===== src/rtl/vga_overlay_pkg.sv =====
// Shared constants for the full-screen overlay: FSM state codes, fade level range, dither matrix.
// Latency: n/a (constants and a pure lookup function).
// Backpressure: n/a.
package vga_overlay_pkg;

   // Number of fade steps between transparent and fully opaque
   localparam int FADE_LEVELS = 16;
   // Level spans 0..16 inclusive, so it needs one bit more than the step index
   localparam int LEVEL_W     = $clog2(FADE_LEVELS + 1);

   // Overlay controller states
   localparam logic [2:0] ST_IDLE     = 3'd0;
   localparam logic [2:0] ST_FADE_IN  = 3'd1;
   localparam logic [2:0] ST_HOLD     = 3'd2;
   localparam logic [2:0] ST_LATCHED  = 3'd3;
   localparam logic [2:0] ST_FADE_OUT = 3'd4;

   // 4x4 ordered-dither thresholds, row-major, indexed by {y[1:0], x[1:0]}
   localparam logic [3:0] BAYER_THR [16] = '{
      4'd0,  4'd8,  4'd2,  4'd10,
      4'd12, 4'd4,  4'd14, 4'd6,
      4'd3,  4'd11, 4'd1,  4'd9,
      4'd15, 4'd7,  4'd13, 4'd5
   };

   // Threshold for a pixel position inside its 4x4 tile
   function automatic logic [3:0] bayer_thr(input logic [1:0] y, input logic [1:0] x);
      return BAYER_THR[{y, x}];
   endfunction

endpackage


===== src/rtl/overlay_dither_cmp.sv =====
// Decides whether one pixel is covered by the overlay at the given fade level (ordered dither).
// Latency: combinational.
// Backpressure: none.
module overlay_dither_cmp
   import vga_overlay_pkg::*;
(
   input  logic [1:0]         pixelX,
   input  logic [1:0]         pixelY,
   input  logic [LEVEL_W-1:0] level,
   output logic               covered
);

   // A pixel is covered once the level exceeds its tile threshold: level 0 covers none, 16 covers all
   always_comb begin
      covered = ({1'b0, bayer_thr(pixelY, pixelX)} < level);
   end

endmodule


===== src/rtl/screen_overlay_fsm.sv =====
// Full-screen overlay layer with frame-counted hold and optional dithered fade, timed and latched triggers.
// Latency: overlayDrawingRequest is registered, one clock after the pixel inputs.
// Backpressure: none; a pixel-rate stream, only startOfFrame pulses advance the timers.
module screen_overlay_fsm
   import vga_overlay_pkg::*;
#(
   parameter logic [7:0] OVERLAY_COLOR    = 8'h00,
   parameter int         HOLD_FRAMES      = 120,
   parameter bit         FADE_EN          = 1'b1,
   parameter int         FADE_STEP_FRAMES = 2,
   parameter bit         RETRIGGER_EN     = 1'b1
)(
   input  logic        clk,
   input  logic        resetN,
   input  logic        startOfFrame,
   input  logic [10:0] pixelX,
   input  logic [10:0] pixelY,
   input  logic        insideRectangle,
   input  logic        trigTimed,
   input  logic        trigLatched,
   output logic        overlayDrawingRequest,
   output logic [7:0]  overlayRGB,
   output logic        busy,
   output logic        opaque
);

   localparam int HOLD_W = $clog2(HOLD_FRAMES + 1);
   localparam int STEP_W = $clog2(FADE_STEP_FRAMES + 1);

   localparam logic [HOLD_W-1:0]  HOLD_LOAD  = HOLD_W'(HOLD_FRAMES);
   localparam logic [HOLD_W-1:0]  HOLD_ONE   = HOLD_W'(1);
   localparam logic [STEP_W-1:0]  STEP_LOAD  = STEP_W'(FADE_STEP_FRAMES);
   localparam logic [STEP_W-1:0]  STEP_ONE   = STEP_W'(1);
   localparam logic [LEVEL_W-1:0] LEVEL_FULL = LEVEL_W'(FADE_LEVELS);
   localparam logic [LEVEL_W-1:0] LEVEL_ONE  = LEVEL_W'(1);

   logic [2:0]         state, state_nxt;
   logic [LEVEL_W-1:0] level, level_nxt;
   logic [HOLD_W-1:0]  hold_cnt, hold_nxt;
   logic [STEP_W-1:0]  step_cnt, step_nxt;
   logic               trig_prev;
   logic               trig_rise;
   logic               step_due;
   logic               covered;
   logic               unused_pix_bits;

   // Only the low two coordinate bits select a dither threshold
   assign unused_pix_bits = ^{pixelX[10:2], pixelY[10:2]};

   assign trig_rise  = trigTimed & ~trig_prev;
   assign step_due   = startOfFrame && (step_cnt <= STEP_ONE);
   assign busy       = (state != ST_IDLE);
   assign opaque     = (state == ST_HOLD) || (state == ST_LATCHED);
   assign overlayRGB = OVERLAY_COLOR;

   overlay_dither_cmp u_dither (
      .pixelX  (pixelX[1:0]),
      .pixelY  (pixelY[1:0]),
      .level   (level),
      .covered (covered)
   );

   // Next-state, fade level and frame counters; latched trigger wins over the timed edge
   always_comb begin
      state_nxt = state;
      level_nxt = level;
      hold_nxt  = hold_cnt;
      step_nxt  = step_cnt;
      case (state)
         ST_IDLE: begin
            if (trigLatched) begin
               if (FADE_EN) begin
                  state_nxt = ST_FADE_IN;
                  step_nxt  = STEP_LOAD;
               end else begin
                  state_nxt = ST_LATCHED;
                  level_nxt = LEVEL_FULL;
               end
            end else if (trig_rise) begin
               if (FADE_EN) begin
                  state_nxt = ST_FADE_IN;
                  step_nxt  = STEP_LOAD;
               end else begin
                  state_nxt = ST_HOLD;
                  level_nxt = LEVEL_FULL;
                  hold_nxt  = HOLD_LOAD;
               end
            end
         end
         ST_FADE_IN: begin
            // Checked before stepping so a reversal that starts at full level settles at once
            if (level >= LEVEL_FULL) begin
               state_nxt = trigLatched ? ST_LATCHED : ST_HOLD;
               hold_nxt  = HOLD_LOAD;
            end else if (startOfFrame) begin
               if (step_due) begin
                  level_nxt = level + LEVEL_ONE;
                  step_nxt  = STEP_LOAD;
               end else begin
                  step_nxt  = step_cnt - STEP_ONE;
               end
            end
         end
         ST_HOLD: begin
            if (trigLatched) begin
               state_nxt = ST_LATCHED;
            end else if (trig_rise && RETRIGGER_EN) begin
               hold_nxt  = HOLD_LOAD;
            end else if (startOfFrame) begin
               if (hold_cnt <= HOLD_ONE) begin
                  hold_nxt = '0;
                  if (FADE_EN) begin
                     state_nxt = ST_FADE_OUT;
                     step_nxt  = STEP_LOAD;
                  end else begin
                     state_nxt = ST_IDLE;
                     level_nxt = '0;
                  end
               end else begin
                  hold_nxt = hold_cnt - HOLD_ONE;
               end
            end
         end
         ST_LATCHED: begin
            level_nxt = LEVEL_FULL;
            if (!trigLatched) begin
               if (FADE_EN) begin
                  state_nxt = ST_FADE_OUT;
                  step_nxt  = STEP_LOAD;
               end else begin
                  state_nxt = ST_IDLE;
                  level_nxt = '0;
               end
            end
         end
         ST_FADE_OUT: begin
            // A new trigger reverses direction from the current level, no jump
            if (trigLatched || trig_rise) begin
               state_nxt = ST_FADE_IN;
               step_nxt  = STEP_LOAD;
            end else if (startOfFrame) begin
               if (step_due) begin
                  step_nxt = STEP_LOAD;
                  if (level <= LEVEL_ONE) begin
                     level_nxt = '0;
                     state_nxt = ST_IDLE;
                  end else begin
                     level_nxt = level - LEVEL_ONE;
                  end
               end else begin
                  step_nxt = step_cnt - STEP_ONE;
               end
            end
         end
         default: begin
            state_nxt = ST_IDLE;
            level_nxt = '0;
            hold_nxt  = '0;
            step_nxt  = '0;
         end
      endcase
   end

   // State, counters, trigger edge history and the registered drawing request
   always_ff @(posedge clk or negedge resetN) begin
      if (!resetN) begin
         state                 <= ST_IDLE;
         level                 <= '0;
         hold_cnt              <= '0;
         step_cnt              <= '0;
         trig_prev             <= 1'b0;
         overlayDrawingRequest <= 1'b0;
      end else begin
         state                 <= state_nxt;
         level                 <= level_nxt;
         hold_cnt              <= hold_nxt;
         step_cnt              <= step_nxt;
         trig_prev             <= trigTimed;
         overlayDrawingRequest <= insideRectangle & covered & busy;
      end
   end

endmodule


===== config.mk =====
export PLATFORM = sky130hd
export DESIGN_NAME = screen_overlay_fsm
export DESIGN_NICKNAME = d
export VERILOG_FILES = /design/src/rtl/vga_overlay_pkg.sv /design/src/rtl/overlay_dither_cmp.sv /design/src/rtl/screen_overlay_fsm.sv
export SDC_FILE = /design/constraint.sdc
export NUM_CORES = 1
export LEC_CHECK = 0
export ABC_AREA = 1
export CORE_MARGIN = 2
export CORE_UTILIZATION = 45
export CTS_CLUSTER_DIAMETER = 40
export CTS_CLUSTER_SIZE = 8
export DETAILED_ROUTE_END_ITERATION = 12
export PLACE_DENSITY = 0.77
export RECOVER_POWER = 50
export SLEW_MARGIN = 20
export SYNTH_ARGS = -nofsm -noshare
export SYNTH_HDL_FRONTEND = slang
export SYNTH_SLANG_ARGS = --single-unit

===== constraint.sdc =====
create_clock -name clk -period 1.5 [get_ports clk]
set_clock_uncertainty 0.15 [all_clocks]
set_input_delay 0.3 -clock clk [delete_from_list [all_inputs] [get_ports clk]]
set_output_delay 0.3 -clock clk [all_outputs]
set_load 0.02 [all_outputs]

Word-level counts from Yosys, hierarchy flattened
Memory sizes are Yosys's and may differ from the RTL's.
Index checks and enable logic that the tools add are counted.
{ "word_totals": {"mem_bits_rw": 0, "output_inout_bits": 11, "reg_bits": 19, "elab_cells": 101, "input_bits": 28, "latchBits": 0, "mem_bits_ro": 64, "memories": 1} }
{ "classes": {"shifts": 0, "order_cmp": 6, "n_mux": 42, "n_div": 0, "n_addsub": 4, "multipliers": 0, "reduce_logical": 11, "eq_ne": 24, "bitwise_logic": 7} }
{ "memory_table": {"columns": ["name", "depth", "width", "read_ports", "rd_clocked_by_memory_dff", "wr", "line", "text"], "rows": [
  ["(name not given)", 16, 4, 1, 0, 0, "vga_overlay_pkg.sv:28", "return BAYER_THR[{y, x}];"]
]} }
{ "op_table": {"columns": ["cell", "n"], "rows": [
  ["2-to-1 mux 3 bit", 12],
  ["2-to-1 mux 5 bit", 7],
  ["2-to-1 mux 7 bit", 5],
  ["2-to-1 mux 2 bit", 11],
  ["!= test 2 bit, second input constant", 11],
  ["!= test 3 bit, second input constant", 7],
  ["one-hot mux 7 bit (3 select lines)", 1],
  ["one-hot mux 5 bit (4 select lines)", 1],
  ["one-hot mux 3 bit (5 select lines)", 1],
  ["AND reduction 7 bit", 2],
  [">= comparator 5 bit, second input constant", 2],
  ["one-hot mux 2 bit (5 select lines)", 1],
  ["AND reduction 9 bit", 1],
  ["2-to-1 mux 4 bit", 2],
  ["less-or-equal comparator 7 x 1 -> 1 bit, second input constant", 1],
  ["subtractor 7 x 1 -> 7 bit, second input constant", 1],
  ["== test 3 x 2 -> 1 bit, second input constant", 2],
  ["adder 5 x 1 -> 5 bit, second input constant", 1],
  ["less-or-equal comparator 5 x 1 -> 1 bit, second input constant", 1],
  ["less-than comparator 4 x 5 -> 1 bit", 1],
  ["inverter 4 -> 5 bit", 1],
  ["subtractor 5 x 1 -> 5 bit, second input constant", 1],
  ["AND reduction 4 bit", 1],
  ["bitwise AND 1 bit", 3],
  ["14 further kinds", 17]
]} }

Logic depth before layout (Yosys ltp)
{ "depth": {"word_depth": 7, "ltp_mapped": 10, "depth_no_buf": 10} }

Modules after synthesis
A second synthesis with hierarchy kept.
{ "unflattened": {"hier_cells": 252, "hier_area_um2": 1609.0} }
{ "modules_own_cells": {"columns": ["mod", "area_per_inst_um2", "seq_area_each_um2", "instances", "cells_per_inst"], "rows": [
  ["screen_overlay_fsm", 1480.2, 475.5, 1, 229],
  ["overlay_dither_cmp", 128.9, 0.0, 1, 23]
]} }

Worst setup path before layout
No wires, ideal clock.
{ "synth_path": {"kind": "register to register", "startpoint": "register step_cnt[0]", "endpoint": "register level[3]", "stages_incl_launch_ff": 8, "path_slack_ns": -0.112, "required_time_ns": 1.225, "n_path_buf": 0, "arrival_ns": 1.338, "synth_period_minus_slack_ns": 1.612, "setup_ns": 0.125, "cell_sequence": "dfrtp_1 -> ha_1 -> o21ai_0 -> inv_1 -> a21oi_1 -> nor2_4 -> nand2_1 -> o21ai_1"} }
{ "synth_between": {"elab_chain_cells": 4, "word_cells_on_any_way": 5, "classes_between": "order compare (1); eq/ne (2); reduce/logical (2)"} }
{ "synth_rtl": {"columns": ["item", "line", "text"], "rows": [
  ["start, declared", "screen_overlay_fsm.sv:40", "logic [STEP_W-1:0] step_cnt, step_nxt;"],
  ["start signal, assigned", "screen_overlay_fsm.sv:177", "step_cnt <= step_nxt;"],
  ["less-or-equal comparator 2 x 1 -> 1 bit *", "screen_overlay_fsm.sv:51", "assign step_due = startOfFrame && (step_cnt <= STEP_ONE);"],
  ["logical AND 1 bit *", "screen_overlay_fsm.sv:51", null],
  ["!= test 2 bit (no line)", null, null],
  ["AND reduction 7 bit (no line) *", null, null],
  ["end signal, assigned", "screen_overlay_fsm.sv:175", "level <= level_nxt;"],
  ["end, declared", "screen_overlay_fsm.sv:38", "logic [LEVEL_W-1:0] level, level_nxt;"]
]} }
Every way passes the cells marked *; elsewhere a longest branch is shown, timed or not.
A chain may end at the register's enable or synchronous reset.

Worst setup path after layout
{ "layout_path": {"startpoint": "register state[2]", "endpoint": "register hold_cnt[5]"} }
{ "layout_between": {"elab_chain_cells": 4, "word_cells_on_any_way": 12, "classes_between": "eq/ne (7); mux (1); bitwise (1); reduce/logical (3)"} }
{ "layout_rtl": {"columns": ["item", "line", "text"], "rows": [
  ["start, declared", "screen_overlay_fsm.sv:37", "logic [2:0] state, state_nxt;"],
  ["start signal, assigned", "screen_overlay_fsm.sv:174", "state <= state_nxt;"],
  ["== test 3 x 2 -> 1 bit (tied with other cells)", "screen_overlay_fsm.sv:69", "case (state)"],
  ["OR reduction 3 bit (no line)", null, null],
  ["inverter 1 bit (no line)", null, null],
  ["AND reduction 4 bit (no line)", null, null],
  ["end signal, assigned", "screen_overlay_fsm.sv:176", "hold_cnt <= hold_nxt;"],
  ["end, declared", "screen_overlay_fsm.sv:39", "logic [HOLD_W-1:0] hold_cnt, hold_nxt;"]
]} }
Several ways; a longest one is shown, not always the timed one.

==> run summary <==
The routed via count came out at 1827. The number of warnings reported in the yosys synthesis log is 0. After floorplanning, the core was divided into 21 placement rows. The number of inserted diodes came out at 0. For this run, the total global-route usage over all layers was measured as a little under a quarter. Leaving out fill and tap cells, the most frequent cell in the layout is sky130_fd_sc_hd__nand2_1. The sequential cell area fraction in the yosys report came out at 30.0%.

The post-detailed-route wirelength per cell is around 15 um. The relative slew slack came out at 66.0%. The clock slew seen by the registers of the worst setup and hold paths is around 130 ps. The final worst slack is -134 ps. CTS built an H-tree with a depth of 1. Setup repair after global routing could not meet its margin everywhere. The synthesized netlist devotes approximately a tenth of its cell area to compound gates. CTS placed an instance of sky130_fd_sc_hd__clkbuf_4 at the clock tree root.

The flip-flop and latch count after synthesis is 19. At the end of routability-driven placement, the weighted congestion stood at 0.955. The starting DRC count in detailed routing came out at 86.

The total routed wirelength came out at between 5000 and 6000 um. For the pin with the worst max-slew slack, the measured transition is approximately 510 ps. The overall die height is approximately 63 um. The netlist uses 23 different library cells. The peak supply drop is roughly 1100 uV. The number of I/O port buffers is 12. The maximum buffer depth of the clock tree is 2. The first TritonRoute pass finished after 4 iterations. The required time of the critical path came out at about 1600 ps. The area growth from synthesis to layout is 67.7%.

After layout, the worst path uses 109% of the clock period. The critical path in this run is classified as flip-flop to flip-flop. After layout, the minimum clock period comes to around 1600 ps. The core occupancy in the finished layout came out at between 70% and 80%. The cell area power density came out at just under 2000 nW/um^2. The flow ran to the end, but the final reports show violations. The non-filler instance count after layout came out at 350.

The final reports fail on negative setup slack. The CTS tree is yes. The core region is approximately 3400 sq um. The maximum fanout encountered on the critical timing path came out at 7.

The cts-stage hold buffer count came out at 0. The count of maximum capacitance violations came out at 0. The post-synthesis xor/xnor area fraction is under 10%. The proportion of layout cells with a drive suffix above 1 is roughly half. The remaining antenna violation count came out at 0. The path category of the worst min-delay check is primary input to flip-flop. The post-detailed-route via-to-cell ratio came out at roughly 5.2. The total clock buffers created by CTS is 3. The number of pins with negative max-slew slack in the final report came out at 0.

The number of antenna violations at the first check in global routing is 0. In this run the static leakage power is around 1.4 nW. STA classifies the critical path endpoint as a flip-flop. In the final design database the tool counted 342 nets. Leaving out fill and tap cells, the most frequent cells in the layout are sky130_fd_sc_hd__nand2_1 (45), sky130_fd_sc_hd__buf_4 (43), sky130_fd_sc_hd__nand2_2 (22), sky130_fd_sc_hd__dfrtp_1 (18), sky130_fd_sc_hd__buf_6 (17). The data arrival at the endpoint of the critical path is approximately 1700 ps. The total number of clock tree sinks is 19.

For this design the top-level I/O count stands at 39. After Yosys synthesis, full adders, half adders and majority gates account for 7.11% of the synthesized area. The die area is 4010 sq um. The cell count after placement came out at roughly 330.

The number of global-route vias before repair came out at 1729. The worst setup path is launched from a flip-flop. After detailed routing, the number of remaining DRC violations is 0. The total of endpoints with negative setup slack in the final report came out at 19. The instance area after placement is 2090 sq um.

The number of hold violations in the final report came out at 0. The synthesized netlist cell count is about 230. The pin count of the biggest net entering global routing came out at 20.

Summed over all nets, the half-perimeter wirelength after detailed placement is a little under 3000 um. The multi-input logic area is about 1400 sq um. Of the total synthesized cell area, the portion taken by AND, OR, NAND and NOR gates is between 30% and 40%. The starting density of the core is a little under half. The clock network latency to the later pin of the worst-skew pair came out at around 320 ps. In the synthesized netlist, mux cells make up 0% of the area. The average size of a mapped cell is just under 7 sq um. The flip-flop and latch area came out at 477 sq um.

After synthesis, the largest family of logic cells by area is simple AND/OR/NAND/NOR gates. The finished cells cover between 2000 and 3000 sq um. The overflow left after global routing is 0. The highest achievable clock rate came out at between 600 and 700 MHz.

The width of the chip is between 60 and 70 um. The first global-routing pass estimated roughly 7500 um of wire. The combined area of all synthesized cells is about 1600 sq um. The layout has about 220 filler cells.
## critical path, cell delays in order (launching register included)
cell                      delay (ps)
sky130_fd_sc_hd__dfrtp_1         420
sky130_fd_sc_hd__inv_2            90
sky130_fd_sc_hd__nand2_2          60
sky130_fd_sc_hd__buf_6           120
sky130_fd_sc_hd__nor2_4          230
sky130_fd_sc_hd__nand3_2         100
sky130_fd_sc_hd__nand2_2          90
sky130_fd_sc_hd__nor2_4           60
sky130_fd_sc_hd__buf_4           130
sky130_fd_sc_hd__nand2_2          50
sky130_fd_sc_hd__nand2_1          40
## Yosys cell counts, drive strengths merged
cell type  number  area, sq um
nand3          19          115
nor2           28          138
inv            27          104
o21bai          2         15.0
xnor2           1         8.76
nand2          72          288
ha              9          113
a21oi           7         35.0
o21ai          21          109
conb            1         3.75
buf             8         60.1
dfrtp          19          475
nand4           5         31.3
xor2            9         78.8
o221ai          1         8.76
## timing repair
| action | CTS | global route |
|---|---|---|
| buffers inserted | 4 | 8 |
| endpoints found under the setup margin | 20 | 21 |
| hold endpoints to repair | 0 | 0 |
| pin swaps | 16 | 22 |
| gates resized for setup | 72 | 58 |
| gates cloned | 1 | 0 |
## final cells by class
cell class,count,share of cell area [%]
clock buffer,3,0.848
inverter,27,4.29
clock inverter,1,0.189
tap,46,2.17
timing repair buffer,71,23.7
sequential,19,18.0
multi-input combinational,183,50.8
## per-stage QoR
step	TNS (ps)	hold slack (ps)	total power [mW]	setup WS, ps
floorplan	0	-146	2.55	18.1
CTS	-1420	172	4.56	-116
global placement	-4540	317	3.63	-336
finish	-1680	241	5.27	-134
detailed placement	-5050	333	3.70	-375
global route	-3300	288	5.69	-214
## registers in the layout, indices dropped and copies added, names as in the netlist
signal / flops
hold_cnt: 7
level: 5
state: 3
step_cnt: 2
overlayDrawingRequest: 1
trig_prev: 1
## power breakdown
part | switching [mW] | total, mW | internal, mW
clock | 0.200 | 0.300 | 0.100
sequential | 0.153 | 0.851 | 0.698
combinational | 2.26 | 4.12 | 1.86
total | 2.61 | 5.27 | 2.66
## path summary, 6_finish.rpt
path	slack, ps	startpoint	to	cells after the start
max	-130	state[2]	hold_cnt[5]	10
min	240	pixelY[1]	overlayDrawingRequest	4
max reg2reg	-130	state[2]	hold_cnt[5]	10
min reg2reg	370	hold_cnt[5]	hold_cnt[5]	2
max in group asynchronous	530	resetN	level[2]	2
min in group asynchronous	310	resetN	hold_cnt[1]	2
## metal layers
| layer | wire, um | track usage [%] | vias up |
|---|---|---|---|
| met1 | 2080 | 27.9 | 897 |
| li1 | - | - | 871 |
| met4 | 102 | 8.15 | 0 |
| met3 | 143 | 3.04 | 11 |
| met5 | 0 | 0 | - |
| met2 | 2760 | 43.8 | 48 |
## logic make-up after synthesis
kind of cell,Yosys count
buffers and inverters,35
and+or+nand+nor,124
xor gates and xnor gates,10
AOI/OAI and AO/OA,31
other,1
adders and majority gates,9
DFF,19
Note: power is estimated with default switching activity, not from simulation.
